**src/rtl/seq_chunk_adder.sv**
```systemverilog
// -----------------------------------------------------------------------------
// seq_chunk_adder
//   Multi-cycle add/subtract unit. A SIZE-bit operation is split into
//   NCHUNK = SIZE/CHUNK slices, and one slice is added per clock. The carry
//   between slices is held in a register, so the combinational carry path is
//   only CHUNK bits long. Operations are requested with a start/done handshake.
//
// Parameters
//   SIZE    operand/result width in bits
//   CHUNK   bits added per cycle (SIZE % CHUNK == 0, 1 <= CHUNK <= SIZE)
//
// Ports
//   clk_i    in   1     clock, rising edge
//   rst_i    in   1     synchronous active-high reset
//   start_i  in   1     operation request, sampled only while idle
//   sub_i    in   1     0: dinx_i + diny_i, 1: dinx_i - diny_i
//   dinx_i   in   SIZE  operand x
//   diny_i   in   SIZE  operand y
//   busy_o   out  1     high while an operation is running or completing
//   done_o   out  1     one-cycle pulse, result outputs valid
//   sum_o    out  SIZE  result (registered, updated only on completion)
//   cout_o   out  1     carry out of the MSB (for subtract, 1 = no borrow)
//   ovf_o    out  1     two's-complement signed overflow
// -----------------------------------------------------------------------------
module seq_chunk_adder #(
  parameter int SIZE  = 16,
  parameter int CHUNK = 4
) (
  input  logic            clk_i,
  input  logic            rst_i,
  input  logic            start_i,
  input  logic            sub_i,
  input  logic [SIZE-1:0] dinx_i,
  input  logic [SIZE-1:0] diny_i,
  output logic            busy_o,
  output logic            done_o,
  output logic [SIZE-1:0] sum_o,
  output logic            cout_o,
  output logic            ovf_o
);

  localparam int NCHUNK = SIZE / CHUNK;
  localparam int IDX_W  = (NCHUNK > 1) ? $clog2(NCHUNK) : 1;
  localparam logic [IDX_W-1:0] LAST_IDX = IDX_W'(NCHUNK - 1);

  typedef enum logic [1:0] {
    ST_IDLE = 2'd0,
    ST_RUN  = 2'd1,
    ST_DONE = 2'd2
  } state_t;

  state_t state, state_nxt;

  logic [SIZE-1:0]  xr;
  logic [SIZE-1:0]  yr;
  logic [SIZE-1:0]  acc;
  logic [SIZE-1:0]  acc_nxt;
  logic             carry;
  logic [IDX_W-1:0] idx;
  logic [CHUNK:0]   chunk_res;
  logic             last_chunk;
  int               chunk_base;

  // One slice of the ripple: CHUNK-bit add with carry in, CHUNK+1 bit result.
  function automatic logic [CHUNK:0] chunk_add(input logic [CHUNK-1:0] a,
                                               input logic [CHUNK-1:0] b,
                                               input logic             cin);
    return {1'b0, a} + {1'b0, b} + {{CHUNK{1'b0}}, cin};
  endfunction

  // Signed overflow: operands of equal sign producing a result of the other sign.
  // yr already holds ~y for subtraction, so this covers both operations.
  function automatic logic signed_ovf(input logic x_msb,
                                      input logic y_msb,
                                      input logic r_msb);
    return (x_msb == y_msb) && (r_msb != x_msb);
  endfunction

  assign last_chunk = (idx == LAST_IDX);
  assign chunk_base = int'(idx) * CHUNK;

  // Slice currently addressed by idx, merged into the accumulator.
  always_comb begin
    chunk_res = chunk_add(xr[chunk_base +: CHUNK], yr[chunk_base +: CHUNK], carry);
    acc_nxt   = acc;
    acc_nxt[chunk_base +: CHUNK] = chunk_res[CHUNK-1:0];
  end

  // State register
  always_ff @(posedge clk_i) begin
    if (rst_i) begin
      state <= ST_IDLE;
    end else begin
      state <= state_nxt;
    end
  end

  // Next-state logic
  always_comb begin
    state_nxt = state;
    unique case (state)
      ST_IDLE: if (start_i)    state_nxt = ST_RUN;
      ST_RUN:  if (last_chunk) state_nxt = ST_DONE;
      ST_DONE:                 state_nxt = ST_IDLE;
      default:                 state_nxt = ST_IDLE;
    endcase
  end

  // Output decode
  always_comb begin
    busy_o = (state != ST_IDLE);
    done_o = (state == ST_DONE);
  end

  // Datapath: operand capture on accept, one slice per RUN cycle, result
  // registers touched only on the edge that finishes the last slice.
  always_ff @(posedge clk_i) begin
    if (rst_i) begin
      xr     <= '0;
      yr     <= '0;
      acc    <= '0;
      carry  <= 1'b0;
      idx    <= '0;
      sum_o  <= '0;
      cout_o <= 1'b0;
      ovf_o  <= 1'b0;
    end else begin
      unique case (state)
        ST_IDLE: begin
          if (start_i) begin
            // Subtraction is x + ~y + 1: invert y and seed the carry with 1.
            xr    <= dinx_i;
            yr    <= sub_i ? ~diny_i : diny_i;
            carry <= sub_i;
            idx   <= '0;
            acc   <= '0;
          end
        end
        ST_RUN: begin
          acc   <= acc_nxt;
          carry <= chunk_res[CHUNK];
          idx   <= idx + 1'b1;
          if (last_chunk) begin
            sum_o  <= acc_nxt;
            cout_o <= chunk_res[CHUNK];
            ovf_o  <= signed_ovf(xr[SIZE-1], yr[SIZE-1], acc_nxt[SIZE-1]);
          end
        end
        default: begin
        end
      endcase
    end
  end

endmodule

```
**config.mk**
```make
export PLATFORM = sky130hd
export DESIGN_NAME = seq_chunk_adder
export DESIGN_NICKNAME = d
export VERILOG_FILES = /design/src/rtl/seq_chunk_adder.sv
export SDC_FILE = /design/constraint.sdc
export NUM_CORES = 1
export LEC_CHECK = 0
export CORE_MARGIN = 3
export CORE_UTILIZATION = 25
export CTS_CLUSTER_SIZE = 25
export DETAILED_ROUTE_END_ITERATION = 6
export HOLD_SLACK_MARGIN = 0.03
export SLEW_MARGIN = 20
export SYNTH_ARGS = -nofsm -noshare
export SYNTH_HDL_FRONTEND = slang
export SYNTH_SLANG_ARGS = --single-unit
```
**constraint.sdc**
```tcl
create_clock -name clk_i -period 2.9 [get_ports clk_i]
set_input_delay 0.58 -clock clk_i [delete_from_list [all_inputs] [get_ports clk_i]]
set_output_delay 0.58 -clock clk_i [all_outputs]
set_load 0.005 [all_outputs]
```
* Word level (Yosys, flattened, before mapping) *
Cells that the tools add are included.

word-level totals
  output and inout bits = 20
  memory bits (writable) = 0
  ROM bits = 0
  memories kept = 0
  bits in latches = 0
  bits of input ports = 36
  logic and storage cells = 44
  register bits after elaboration = 71

operators by class
  multiply operators = 0
  reduce and logical (&&, ||, !) cells = 8
  magnitude comparators = 0
  shift operators = 4
  mux-type cells = 11
  bitwise gates (word level) = 1
  equal/unequal tests = 7
  add/subtract/negate cells = 4
  divide/modulo/power cells = 0

operators with widths
  operator                 number
  $neg 4->33               1
  $shift 4x33->16 const A  1
  $shiftx 4x33->16         1
  $mux 16                  2
  $pmux 16 s2              1
  $shiftx 16x5->4          2
  $bwmux 16                1
  $not 16->16              1
  $pmux 2 s2               2
  $reduce_and 2->1         4
  $mux 2                   3
  $add 4x4->5              1
  $add 5x1->5              1
  $eq 2x2->1 const B       2
  $ne 2x2->1 const B       2
  $reduce_bool 2->1        2
  $add 2x1->2 const B      1
  $eq 2x1->1 const B       1
  $logic_not 2->1          1
  $pmux 1 s2               1
  $eq 1x1->1               1
  $logic_and 1x1->1        1
  $mux 1                   1
  $ne 1x1->1               1

* Longest topological paths before layout *
  depth after elaboration = 7
  depth in mapped cells = 11
  depth with buffers taken out = 9

* Worst setup path after synthesis *
Ideal clock, no wire load.

  path type = register to register
  start = reg idx[0]
  end = reg ovf_o
  setup time = 0.088 ns
  cell stages (with the launch flop) = 10
  path buffers = 2
  data required time = 2.812 ns
  data arrival time = 2.721 ns
  period minus slack after synthesis = 2.809 ns
  path slack = 0.091 ns
  cell sequence = dfxtp_1 buf_6 buf_2 mux4_2 ha_1 a21oi_1 a21boi_1 o31a_1 or3_1 a311oi_2

between the ends
  word-level cells in the longest chain between the ends = 7
  elaborated cells between the ends (all ways) = 12
  those cells by class = add/sub: 3; eq/ne: 2; shift: 4; mux: 1; reduce/logical: 2

RTL lines
  what                    RTL line  RTL
  from (decl)             59        logic [IDX_W-1:0] idx;
  from (signal assigned)  142       idx <= idx + 1'b1;
  $shiftx 16x5->4         84        chunk_res = chunk_add(xr[chunk_base +: CHUNK], yr[chunk_base +: CHUNK], carry);
  $add 4x4->5             68        return {1'b0, a} + {1'b0, b} + {{CHUNK{1'b0}}, cin};
  $add 5x1->5             68
  $shiftx 4x33->16        86        acc_nxt[chunk_base +: CHUNK] = chunk_res[CHUNK-1:0];
  $bwmux 16               86
  $ne 1x1->1              76        return (x_msb == y_msb) && (r_msb != x_msb);
  $logic_and 1x1->1       76
  to (signal assigned)    146       ovf_o <= signed_ovf(xr[SIZE-1], yr[SIZE-1], acc_nxt[SIZE-1]);
  to (decl)               39        output logic ovf_o

Several ways; a longest one is shown, not always the timed one.
A chain may end at the register's enable or synchronous reset.

* Final worst setup path *
  start = reg idx[0]
  end = reg acc[14]

between the ends
  word-level cells in the longest chain between the ends = 6
  elaborated cells between the ends (all ways) = 9
  those cells by class = add/sub: 3; shift: 4; mux: 2

RTL lines
  what                  RTL line  RTL
  $shiftx 16x5->4       84
  $add 4x4->5           68
  $add 5x1->5           68
  $shiftx 4x33->16      86
  $bwmux 16 *           86
  $pmux 16 s2 *         128       unique case (state)
  to (signal assigned)  140       acc <= acc_nxt;
  to (decl)             56        logic [SIZE-1:0] acc;

Mark *: on every way between the ends. The rest lies on a longest branch, timed or not.

==> results.json <==
{
  "report.power.total_mw": 2.69,
  "drc_viols": 0,
  "worst-setup-path-type": "reg -> reg",
  "max-cap-violations": 0,
  "final_max_slew_viol_count": 0,
  "tritoncts": "done",
  "largest_family_of_logic_cells_by_synthesized_area": "simple AND/OR/NAND/NOR gates",
  "dp_area_um2": 4060,
  "seq_area_frac_synth_pct": 42.8,
  "drt_iter0_drc": 155,
  "routabilityCongestion": 0.833,
  "met2_length_um": 3900,
  "yosysTopAreaCell": "sky130_fd_sc_hd__dfxtp_1",
  "via_count": 2724,
  "ys_async_sr_fraction_pct": 0,
  "path_common_cell": "sky130_fd_sc_hd__fa_1",
  "numCtsBuffers": 9,
  "floorplan.die.height_um": 121,
  "viasPerCell": 4.50,
  "detail_route.wirelength.met1_um": 3660,
  "ys_seq_elements": 71,
  "clk_root_buffer_cell": "sky130_fd_sc_hd__clkbuf_16",
  "post-synth-top-count-cell": "sky130_fd_sc_hd__dfxtp_1",
  "cts_max_level": 3,
  "die_ar_um2": 14700,
  "grt_start_max_net_pins": 43,
  "startpoint_kind_of_the_worst_setup_timing_path": "flop",
  "arrival_ps": 2990,
  "first_global_vias": 2712,
  "worst_skew_pair.late_latency_ps": 340,
  "synthesis.instances": 384,
  "postRouteAntennaNets": 0,
  "antenna_found_initial": 0,
  "total_half_perimeter_wirelength_after_legalization_and_detailed_placement_um": 5850,
  "die_w_um": 121,
  "finalInstanceArea_um2": 4420,
  "synth_simple_gate_area_share_pct": 19.3,
  "area_growth_syn_to_layout_pct": 33.0,
  "layout_setup_ws_ps": 171,
  "grt_setup_unrepaired": "no",
  "leakage_nw": 1.55,
  "cts_setup_buffers": 0,
  "cellPowerDensity_nw_per_um2": 608,
  "clock_transition_at_the_register_clock_pins_on_the_worst_setup_and_hold_paths_after_cts_ps": 60,
  "global_route.usage.total_pct": 11.4,
  "post_synth_num_cell_types": 37,
  "yosys.area_share.adder_pct": 4.59,
  "run_status": "complete, no violations",
  "dr_wl_met3_um": 403,
  "synth_warnings": 0,
  "critical-path-top-delay-family": "adder cells",
  "timing.critical_path.cells": "buf_4, mux4_2, fa_1, inv_1, fa_1, xnor2_1, nor2b_1, a31oi_1, o21a_1, nor2_1",
  "post_synth_instance_area_um2": 3320,
  "initial_core_utilization_pct": 25.9,
  "rows": 41,
  "cts.path.max_buffers": 2,
  "ys_dominant_reg_cell": "sky130_fd_sc_hd__dfxtp_1",
  "cts.sink_count": 71,
  "fin_hold_ws_ps": 453,
  "syn_area_per_cell_um2": 8.66,
  "synth_xor_xnor_area_share_pct": 4.48,
  "top_layer_used": "met4",
  "synthesis.nets": 431,
  "synth.top_cell.area_share_pct": 42.8,
  "critical_path.n_buffers_inverters": 2,
  "final_layout_size_suffix_gt1_share_pct": 9.68,
  "cp.required_ps": 3170,
  "dp_worst_setup_slack_ps": 105,
  "wl_per_cell_um": 13.3,
  "ios": 56,
  "critical_path.max_stage_delay_ps": 510,
  "critical_path.endpoint_type": "flop",
  "design.core.area_um2": 12800,
  "irDropWorstVdd_uv": 251,
  "layout.nets": 476,
  "port-buffer-count": 55,
  "post_synthesis_compound_gate_area_fraction_pct": 18.2,
  "timing.final.setup_violations": 0,
  "tightestPinTransition_ps": 739,
  "hold_class": "reg -> reg",
  "synth-edff-count": 0,
  "worstPathMaxFanout": 4,
  "ys_top_cells_by_count": "sky130_fd_sc_hd__dfxtp_1, sky130_fd_sc_hd__nor2_1, sky130_fd_sc_hd__nand2_1",
  "fin_worst_skew_ps": 7.62,
  "dr.pass1.iters": 4,
  "synth.area.top_cells": "sky130_fd_sc_hd__dfxtp_1, sky130_fd_sc_hd__nor2_1, sky130_fd_sc_hd__a211oi_1",
  "wirelength_um": 8060,
  "gr-total-overflow": 0,
  "cp_slowest_cell": "sky130_fd_sc_hd__mux4_2",
  "first_pass_grt_wire_length_um": 13200,
  "fin_crit_ps": 2730,
  "finalSetupTns_ps": 0,
  "timing.slew.headroom_pct": 50.7,
  "yosys-mux-area-fraction_pct": 5.42,
  "count_of_endpoints_failing_hold_in_the_final_timing_report": 0,
  "antenna_cells": 0,
  "finalCritPeriodShare_pct": 94.1,
  "fmax_ghz": 0.366
}
registers in the layout, indices dropped and copies added (netlist names):
signal	flops
sum_o	16
yr	16
acc	16
state	2
xr	16
ovf_o	1
cout_o	1
idx	2
carry	1
stage by stage:
step,util (%),std cells
after detailed placement,31.6,590
after CTS,34.4,606
after global placement,31.6,590
after floorplan,-,384
final,34.5,606
after global routing,34.5,606
per-layer routing:
layer	track usage [%]	vias up
met2	18.4	59
met5	0	-
met1	14.4	1230
met4	3.50	0
met3	3.59	8
li1	-	1427
layout by cell type, fill, tap and decap left out, drive strengths merged, types with 12 or more instances in the layout:
cell / count
xnor2: 17
a21oi: 25
a31oi: 17
nor2: 67
dfxtp: 71
clkdlybuf4s50: 54
nand2: 39
nor2b: 17
a211oi: 28
buf: 12
area by class of cell:
cell class	instances	area [um^2]
clock inverters	5	104
fillers	1345	8400
clock buffers	11	253
inverters	10	37.5
repair buffers	66	653
well taps	172	215
flip-flops and latches	71	1420
multi-input cells	271	1740
cells by family after synthesis:
kind of cell	after synthesis
xor gates and xnor gates	17
DFF	71
muxes	8
and+or+nand+nor	146
AOI/OAI and AO/OA	89
adders and majority gates	11
buffers and inverters	42
power by group:
group	total [mW]	internal (mW)	switching, mW
logic	0.341	0.158	0.183
clock network	1.30	0.886	0.417
registers	1.04	1.02	0.0248
repair_timing:
action                                  in CTS  in global routing
endpoints found under the setup margin       0                  4
gates resized for setup                      0                  2
endpoints found under the hold margin        0                  0
hold buffers                                 0                  0
worst paths after layout:
| kind | startpoint | to | slack (ps) | depth (start not counted) |
|---|---|---|---|---|
| worst max-delay path | idx[0]$_SDFFE_PP0P_ | acc[14]$_SDFFE_PP0P_ | 170 | 10 |
| worst min-delay path | xr[12]$_SDFFE_PP0P_ | xr[12]$_SDFFE_PP0P_ | 450 | 2 |
| worst max register to register | idx[0]$_SDFFE_PP0P_ | acc[14]$_SDFFE_PP0P_ | 170 | 10 |
| worst min register to register | xr[12]$_SDFFE_PP0P_ | xr[12]$_SDFFE_PP0P_ | 450 | 2 |
tightest hold or removal path, delay by kind of cell, from the launching register on:
| family | cells | cell delay [ps] |
|---|---|---|
| AOI/OAI and AO/OA | 1 | 50 |
| and+or+nand+nor | 1 | 50 |
| DFF | 1 | 300 |
Note: power is estimated with default switching activity, not from simulation.
